<file path="config.mk">
export PLATFORM = sky130hd
export DESIGN_NAME = bram_port_arbiter
export DESIGN_NICKNAME = d
export VERILOG_FILES = /design/src/rtl/luna_mem_pkg.sv /design/src/rtl/bram_rd_tag_pipe.sv /design/src/rtl/bram_port_arbiter.sv
export SDC_FILE = /design/constraint.sdc
export NUM_CORES = 1
export LEC_CHECK = 0
export BUFFER_PORTS_ARGS = -buffer_cell sky130_fd_sc_hd__buf_2
export CORE_MARGIN = 2
export CORE_UTILIZATION = 32
export CTS_CLUSTER_DIAMETER = 80
export DETAILED_ROUTE_END_ITERATION = 10
export SETUP_SLACK_MARGIN = 0.1
export SYNTH_ARGS = -nofsm -noshare
export SYNTH_HDL_FRONTEND = slang
export SYNTH_SLANG_ARGS = --single-unit
</file>
<file path="constraint.sdc">
create_clock -name clk_i -period 3.45 [get_ports clk_i]
set_input_delay 0.1725 -clock clk_i [delete_from_list [all_inputs] [get_ports clk_i]]
set_output_delay 0.1725 -clock clk_i [all_outputs]
set_load 0.005 [all_outputs]
</file>
<file path="src/rtl/luna_mem_pkg.sv">
// Shared definitions for the port-A BRAM arbiter: default widths, requester ids
// and the default-width command record.
package luna_mem_pkg;

  localparam int unsigned ADDR_W_DEF = 16;
  localparam int unsigned DATA_W_DEF = 16;

  // Width of the starvation counter; covers STARVE_LIMIT up to 15.
  localparam int unsigned STARVE_W = 4;

  // Requester ids carried through the read-tag pipeline.
  localparam logic REQ_CPU = 1'b0;
  localparam logic REQ_DMA = 1'b1;

  // Command record at default widths (we, addr, wdata).
  typedef struct packed {
    logic                  we;
    logic [ADDR_W_DEF-1:0] addr;
    logic [DATA_W_DEF-1:0] wdata;
  } mem_cmd_t;

endpackage

</file>
<file path="src/rtl/bram_rd_tag_pipe.sv">
// Read-tag pipeline: shifts {valid, requester id} alongside the BRAM read so the
// returning data can be steered to whoever issued it.
//   clk_i, rst_i : clock, asynchronous active-high reset (empties the pipe)
//   valid_i/id_i : tag entering at the accepting edge
//   valid_o/id_o : tag aligned with valid bram_douta
// Depth must be at least 2 (1 command stage + READ_LATENCY >= 1).
module bram_rd_tag_pipe #(
  parameter int unsigned Depth = 2
) (
  input  logic clk_i,
  input  logic rst_i,
  input  logic valid_i,
  input  logic id_i,
  output logic valid_o,
  output logic id_o
);

  logic [Depth-1:0] valid_q;
  logic [Depth-1:0] id_q;

  always_ff @(posedge clk_i or posedge rst_i) begin
    if (rst_i) begin
      valid_q <= '0;
      id_q    <= '0;
    end else begin
      valid_q <= {valid_q[Depth-2:0], valid_i};
      id_q    <= {id_q[Depth-2:0], id_i};
    end
  end

  assign valid_o = valid_q[Depth-1];
  assign id_o    = id_q[Depth-1];

endmodule

</file>
<file path="src/rtl/bram_port_arbiter.sv">
// Port-A owner for the shared BRAM: arbitrates CPU (primary) against DMA
// (secondary, with starvation guard), registers the winning command onto the
// BRAM pins and steers read data back to the issuing requester.
//   clk_i, rst_i            : clock, asynchronous active-high reset
//   cpu_*_i / cpu_*_o       : CPU request fields, grant, read-return
//   dma_*_i / dma_*_o       : DMA request fields, grant, read-return
//   bram_wea_o/addra_o/dina_o, bram_douta_i : BRAM port-A pins
// rst_i is expected to be released synchronously by the reset synchroniser.
module bram_port_arbiter
  import luna_mem_pkg::*;
#(
  parameter int unsigned ADDR_WIDTH   = ADDR_W_DEF,
  parameter int unsigned DATA_WIDTH   = DATA_W_DEF,
  parameter int unsigned READ_LATENCY = 1,
  parameter int unsigned STARVE_LIMIT = 4
) (
  input  logic                  clk_i,
  input  logic                  rst_i,
  input  logic                  cpu_req_i,
  input  logic                  cpu_we_i,
  input  logic [ADDR_WIDTH-1:0] cpu_addr_i,
  input  logic [DATA_WIDTH-1:0] cpu_wdata_i,
  output logic                  cpu_gnt_o,
  output logic                  cpu_rvalid_o,
  output logic [DATA_WIDTH-1:0] cpu_rdata_o,
  input  logic                  dma_req_i,
  input  logic                  dma_we_i,
  input  logic [ADDR_WIDTH-1:0] dma_addr_i,
  input  logic [DATA_WIDTH-1:0] dma_wdata_i,
  output logic                  dma_gnt_o,
  output logic                  dma_rvalid_o,
  output logic [DATA_WIDTH-1:0] dma_rdata_o,
  output logic                  bram_wea_o,
  output logic [ADDR_WIDTH-1:0] bram_addra_o,
  output logic [DATA_WIDTH-1:0] bram_dina_o,
  input  logic [DATA_WIDTH-1:0] bram_douta_i
);

  typedef struct packed {
    logic                  we;
    logic [ADDR_WIDTH-1:0] addr;
    logic [DATA_WIDTH-1:0] wdata;
  } cmd_t;

  localparam logic [STARVE_W-1:0] StarveMax = STARVE_W'(STARVE_LIMIT);

  logic [STARVE_W-1:0]   starve_q, starve_d;
  logic                  wea_q;
  logic [ADDR_WIDTH-1:0] addr_q;
  logic [DATA_WIDTH-1:0] dina_q;
  logic [DATA_WIDTH-1:0] cpu_rdata_q, dma_rdata_q;

  logic cpu_req, dma_req, dma_wins, accept, win_id;
  cmd_t win_cmd;
  logic tag_valid, tag_id;

  // Grant, starvation counter and winner select.
  always_comb begin
    // Nothing is accepted while reset is held.
    cpu_req  = cpu_req_i & ~rst_i;
    dma_req  = dma_req_i & ~rst_i;
    dma_wins = dma_req & (~cpu_req | (starve_q == StarveMax));
    dma_gnt_o = dma_wins;
    cpu_gnt_o = cpu_req & ~dma_wins;
    accept    = cpu_gnt_o | dma_gnt_o;
    win_id    = dma_wins ? REQ_DMA : REQ_CPU;
    win_cmd   = dma_wins ? cmd_t'{dma_we_i, dma_addr_i, dma_wdata_i}
                         : cmd_t'{cpu_we_i, cpu_addr_i, cpu_wdata_i};

    starve_d = starve_q;
    if (!dma_req || dma_gnt_o) begin
      starve_d = '0;
    end else if (cpu_gnt_o && starve_q != StarveMax) begin
      starve_d = starve_q + 1'b1;
    end
  end

  always_ff @(posedge clk_i or posedge rst_i) begin
    if (rst_i) begin
      starve_q    <= '0;
      wea_q       <= 1'b0;
      addr_q      <= '0;
      dina_q      <= '0;
      cpu_rdata_q <= '0;
      dma_rdata_q <= '0;
    end else begin
      starve_q <= starve_d;
      // Write enable lasts exactly one cycle; address/data hold when idle.
      wea_q    <= accept & win_cmd.we;
      if (accept) begin
        addr_q <= win_cmd.addr;
        dina_q <= win_cmd.wdata;
      end
      cpu_rdata_q <= cpu_rdata_o;
      dma_rdata_q <= dma_rdata_o;
    end
  end

  bram_rd_tag_pipe #(
    .Depth (1 + READ_LATENCY)
  ) u_tag_pipe (
    .clk_i   (clk_i),
    .rst_i   (rst_i),
    .valid_i (accept & ~win_cmd.we),
    .id_i    (win_id),
    .valid_o (tag_valid),
    .id_o    (tag_id)
  );

  // Return mux: douta is passed straight through in the rvalid cycle, then held.
  always_comb begin
    cpu_rvalid_o = tag_valid & (tag_id == REQ_CPU);
    dma_rvalid_o = tag_valid & (tag_id == REQ_DMA);
    cpu_rdata_o  = cpu_rvalid_o ? bram_douta_i : cpu_rdata_q;
    dma_rdata_o  = dma_rvalid_o ? bram_douta_i : dma_rdata_q;
  end

  assign bram_wea_o   = wea_q;
  assign bram_addra_o = addr_q;
  assign bram_dina_o  = dina_q;

endmodule
</file>
* Word level (Yosys, flattened, before mapping)
Index checks and enable logic that the tools add are counted.
** Operators by class
- $add $sub $neg :: 1
- Equal/unequal tests :: 2
- Mux-type cells :: 6
- Bitwise logic cells :: 15
- Reductions and logical operators :: 4
** Operators by type and width (number)
- $mux 33 :: 1
- $mux 16 :: 2
- $and 1x1->1 :: 8
- $mux 4 :: 2
- $not 1->1 :: 5
- $add 4x1->4 const B :: 1
- $eq 4x3->1 const B :: 1
- $ne 4x3->1 const B :: 1
- $or 1x1->1 :: 2
- $reduce_bool 2->1 :: 1
- $logic_and 1x1->1 :: 1
- $logic_not 1->1 :: 1
- $logic_or 1x1->1 :: 1
- $mux 1 :: 1
** Storage, ports and cells
- Register bits after elaboration :: 73
- Word-level logic and storage cells :: 36

* Depth between registers and ports, before layout
- Word-level depth :: 10
- Depth in mapped cells :: 6

* Cells and area by module
A second synthesis with hierarchy kept.
** Second synthesis, totals
- Cell total of the unflattened synthesis :: 209
- Area, all modules :: 2982.9 sq um
** By module, submodules not included
- bram_port_arbiter :: times used 1, cells an instance 204, area each 2879.0 sq um, sequential area each 1726.7 sq um
- bram_rd_tag_pipe :: times used 1, cells an instance 5, area each 103.8 sq um, sequential area each 100.1 sq um

* Least setup slack after synthesis
No wires, ideal clock.
- Path kind :: input-to-reg
- From :: input rst_i
- To :: register starve_q[2]
- Library setup time :: 81 ps
- Arrival time :: 2255 ps
- Slack :: 1114 ps
- Cell stages on the path :: 3
- Buffers on the path :: 0
- Cell sequence :: inv_1 > nand4_1 > nor2_1
** Between the ends
- Cells in the longest elaborated chain, start to end :: 9
- Elaborated cells between the ends (all ways) :: 13
- Those cells by class :: mux: 1; bitwise: 8; reduce/logical: 4
** RTL lines
- start: declaration :: RTL line bram_port_arbiter.sv:18 : input logic rst_i,
- $not 1->1 * :: RTL line bram_port_arbiter.sv:60, bram_port_arbiter.sv:61
- $and 1x1->1 :: RTL line bram_port_arbiter.sv:60 : cpu_req = cpu_req_i & ~rst_i;
- $not 1->1 :: RTL line bram_port_arbiter.sv:62 : dma_wins = dma_req & (~cpu_req | (starve_q == StarveMax));
- $or 1x1->1 :: RTL line bram_port_arbiter.sv:62
- $and 1x1->1 :: RTL line bram_port_arbiter.sv:62
- $not 1->1 :: RTL line bram_port_arbiter.sv:64 : cpu_gnt_o = cpu_req & ~dma_wins;
- $and 1x1->1 :: RTL line bram_port_arbiter.sv:64
- $logic_and 1x1->1 :: RTL line bram_port_arbiter.sv:73 : end else if (cpu_gnt_o && starve_q != StarveMax) begin
- $reduce_bool 2->1 (no line)
- end signal: assignment :: RTL line bram_port_arbiter.sv:87 : starve_q <= starve_d;
- end: declaration :: RTL line bram_port_arbiter.sv:47 : logic [STARVE_W-1:0] starve_q, starve_d;
Every way passes the cells marked *; elsewhere a longest branch is shown, timed or not.
A chain may end at the register's enable or synchronous reset.

* Final worst setup path
- From :: register starve_q[0]
- To :: output dma_gnt_o
** Between the ends
- Cells in the longest elaborated chain, start to end :: 3
** RTL lines
- $eq 4x3->1 :: RTL line bram_port_arbiter.sv:62
- $or 1x1->1 :: RTL line bram_port_arbiter.sv:62
- $and 1x1->1 :: RTL line bram_port_arbiter.sv:62
- end: declaration :: RTL line bram_port_arbiter.sv:30 : output logic dma_gnt_o,
No other way between the ends.

==> impl_metrics.ini <==
[status]
outcome = complete, no violations

[worst_setup_path]
rr_endpoint = bram_addra_o[6]
rr_startpoint = starve_q[0]
cp_max_fo = 35
startpoint_type = register
rrSetupSlack_ns = 1.49
rr_worst_depth = 5
end_kind = output pin
cp-startpoint = starve_q[0]
critPathCapture = dma_gnt_o
critical_path_arrival_ns = 2.20
crit_type = reg2out
critPathRequiredTime_ns = 3.28

[sta]
tightestPinTransition_ns = 1.048
hold_viol_final = 0
grt_setup_unrepaired = no
fmax_mhz = 422.1
setup_violations = 0
period_minus_slack_ns = 2.369
skew_ns = 0.007716
slew_violations = 0
tns_ns = 0
slew_headroom_pct = 30.10
period_share_pct = 68.68

[placement]
io_buffers = 154
dp_hpwl_um = 5178
gp_congestion = 0.7443

[synthesis]
avgSynthCellArea_sq_um = 14.32
synth-main-ff-cell = dfrtp_1
yosys_warnings = 0
synth_cell_types = 26
ys_top_cells_by_area = dfrtp_1 (61%), mux2_2 (12%), a221o_1 (7.7%), and2_1 (6.7%), a221o_2 (3.4%)
postSynth.asyncResetShare_pct = 100.0
syn-num-nets = 296
synth_most_common_cell = dfrtp_1
yosys.area.top_type = dfrtp_1
ys_ff_latch = 73
synth_edf_count = 0
netlist_area_sq_um = 2979
synth-seq-area-share_pct = 61.32
synth_top_area_share_pct = 61.32
syn_inst = 208
synth_commonest_cells = dfrtp_1 (73), and2_1 (32), mux2_2 (32), a221o_1 (23), a221o_2 (9)

[cts]
cts.hold.buffers_added = 1
cts_buffers = 9
post_cts_buffers = 0
cts.sinks = 73
htree_levels = 3
cts_root_buf = clkbuf_8
cts_tree = yes
worstSkewPairLatency_ns = 0.34
path_clk_slew_ns = 0.08
cts_buffer_depth = 2
cts_resized = 0

[power]
combPwrFrac_pct = 19.8
power.switching_w = 0.0005638
sequentialPowerShare_pct = 45.2
p_clk_share_pct = 35.0
swShare_pct = 24.51
power.internal_w = 0.001736
power.density_nw_per_um2 = 561.3
p_leak_nw = 2.066
power.total_w = 0.002300
ir_drop_uv = 222.0

[routing]
drtPass1Iterations = 4
vias = 2328
vias_per_cell = 4.840
final_antenna_net_count = 0
drtIter0Drc = 75
avgRoutedWirePerCell_um = 15.09
route.detailed.drc = 0
drt_wl_total_um = 7257

[die]
core-area_sq_um = 9153
die_h_um = 100.5
die_area_sq_um = 10100
row_count = 35
io_pins = 155
initial_utilization_pct = 32.55
dieWidth_um = 100.5

[finish]
nets = 453
drive_gt1_share_pct = 58.92
nFillCells = 841
insertedDiodeCount = 0
syn_to_final_growth_pct = 37.55

[global_routing]
grt_max_degree = 50
grt_first_pass_wirelength_um = 11280
grt_remaining_overflow = 0
antenna_found_initial = 0
grt.total_usage_pct = 14.55
grt_pass1_vias = 2295

[hold_path]
worstHoldPathType = in2reg

[job]
cap_violations = 0
area by class of cell:
| class | count | area [sq um] | share of cell area, % |
|---|---|---|---|
| sequential | 73 | 1827 | 44.58 |
| multi-input combinational | 117 | 1066 | 26.02 |
| timing repair buffer | 158 | 803.3 | 19.60 |
| tap | 111 | 138.9 | 3.389 |
| clock buffer | 10 | 127.6 | 3.114 |
| clock inverter | 6 | 112.6 | 2.748 |
| inverter | 6 | 22.52 | 0.5496 |
cells by family after synthesis:
logic type	share of synthesized area (%)
AOI/OAI and AO/OA	12.60
DFF	61.32
buffers and inverters	3.276
adders and majority gates	0.8398
muxes	12.10
xor gates and xnor gates	0.5881
and+or+nand+nor	9.282
power by group through the flow:
stage	Combinational [W]	Clock (W)	Sequential [W]
after CTS	0.000463	0.000836	0.00104
after global routing	0.000508	0.000875	0.00106
final	0.000456	0.000805	0.00104
after global placement	0.000455	0	0.00105
after detailed placement	0.000462	0	0.00106
after floorplan	0.000231	0	0.00105
worst max-delay path, stage by stage, from the launching register on:
cell and delay (ns):
dfrtp_1 0.41, inv_1 0.07, ha_1 0.15, nand3b_1 0.16, a21oi_4 0.80, buf_2 0.25
worst min path at each step:
stage | slack (ns) | to | depth (start not counted) | from
global placement | 0.31 | bram_dina_o[11] | 2 | rst_i
floorplan | 0.27 | u_tag_pipe.valid_q[0] | 1 | cpu_we_i
global route | 0.04 | bram_dina_o[4] | 2 | dma_wdata_i[4]
CTS | 0.03 | u_tag_pipe.valid_q[0] | 2 | cpu_we_i
finish | 0.05 | u_tag_pipe.valid_q[0] | 2 | cpu_we_i
detailed placement | 0.31 | bram_dina_o[11] | 2 | rst_i
registers in the layout, summed over array words and instances, names as in the netlist:
register and count:
bram_addra_o 16, bram_dina_o 16, bram_wea_o 1, cpu_rdata_q 16
dma_rdata_q 16, starve_q 4, u_tag_pipe.id_q 2, u_tag_pipe.valid_q 2
metrics by stage:
| stage | std cells | worst slack (ns) | hold slack (ns) | utilization (%) | instance area, sq um |
|---|---|---|---|---|---|
| detailed placement | 464 | 1.465 | 0.3106 | 42.04 | 3847 |
| floorplan | 208 | 1.114 | 0.2696 | - | 2979 |
| global placement | 464 | 1.493 | 0.3075 | 42.04 | 3847 |
| global route | 481 | 0.9409 | 0.03597 | 44.77 | 4098 |
| finish | 481 | 1.081 | 0.04694 | 44.77 | 4098 |
| CTS | 481 | 1.069 | 0.03090 | 44.77 | 4098 |
layer usage:
layer | vias to the layer above | wire (um) | GRT usage, %
li1 | 1076 | - | -
met1 | 1125 | 3300 | 19.18
met2 | 113 | 3210 | 22.20
met3 | 14 | 589 | 4.785
met4 | 0 | 157 | 5.796
met5 | - | 0 | 0
cells in the final DEF, fill, tap and decap left out:
cell type	synthesis	final
xnor2_1	1	1
a211o_1	1	1
inv_6	0	2
a22o_2	1	1
and2_1	32	32
inv_1	6	5
o41ai_1	1	1
o21bai_2	0	1
a21oi_4	0	1
nand2_1	1	1
inv_2	0	1
nor3_4	1	1
clkbuf_8	0	9
xor2_1	1	1
nand2b_1	1	1
ha_1	2	2
bufinv_16	0	3
a221o_1	23	23
a221o_2	9	9
nand4_1	1	1
nand3_1	1	1
dlygate4sd3_1	0	1
nor2b_1	1	1
clkinv_2	0	1
dfrtp_1	73	73
clkbuf_1	3	1
mux2_2	32	32
nor2_1	4	4
buf_4	0	3
nand3b_1	1	1
buf_2	6	154
and4b_1	1	1
Note: power is estimated with default switching activity, not from simulation.
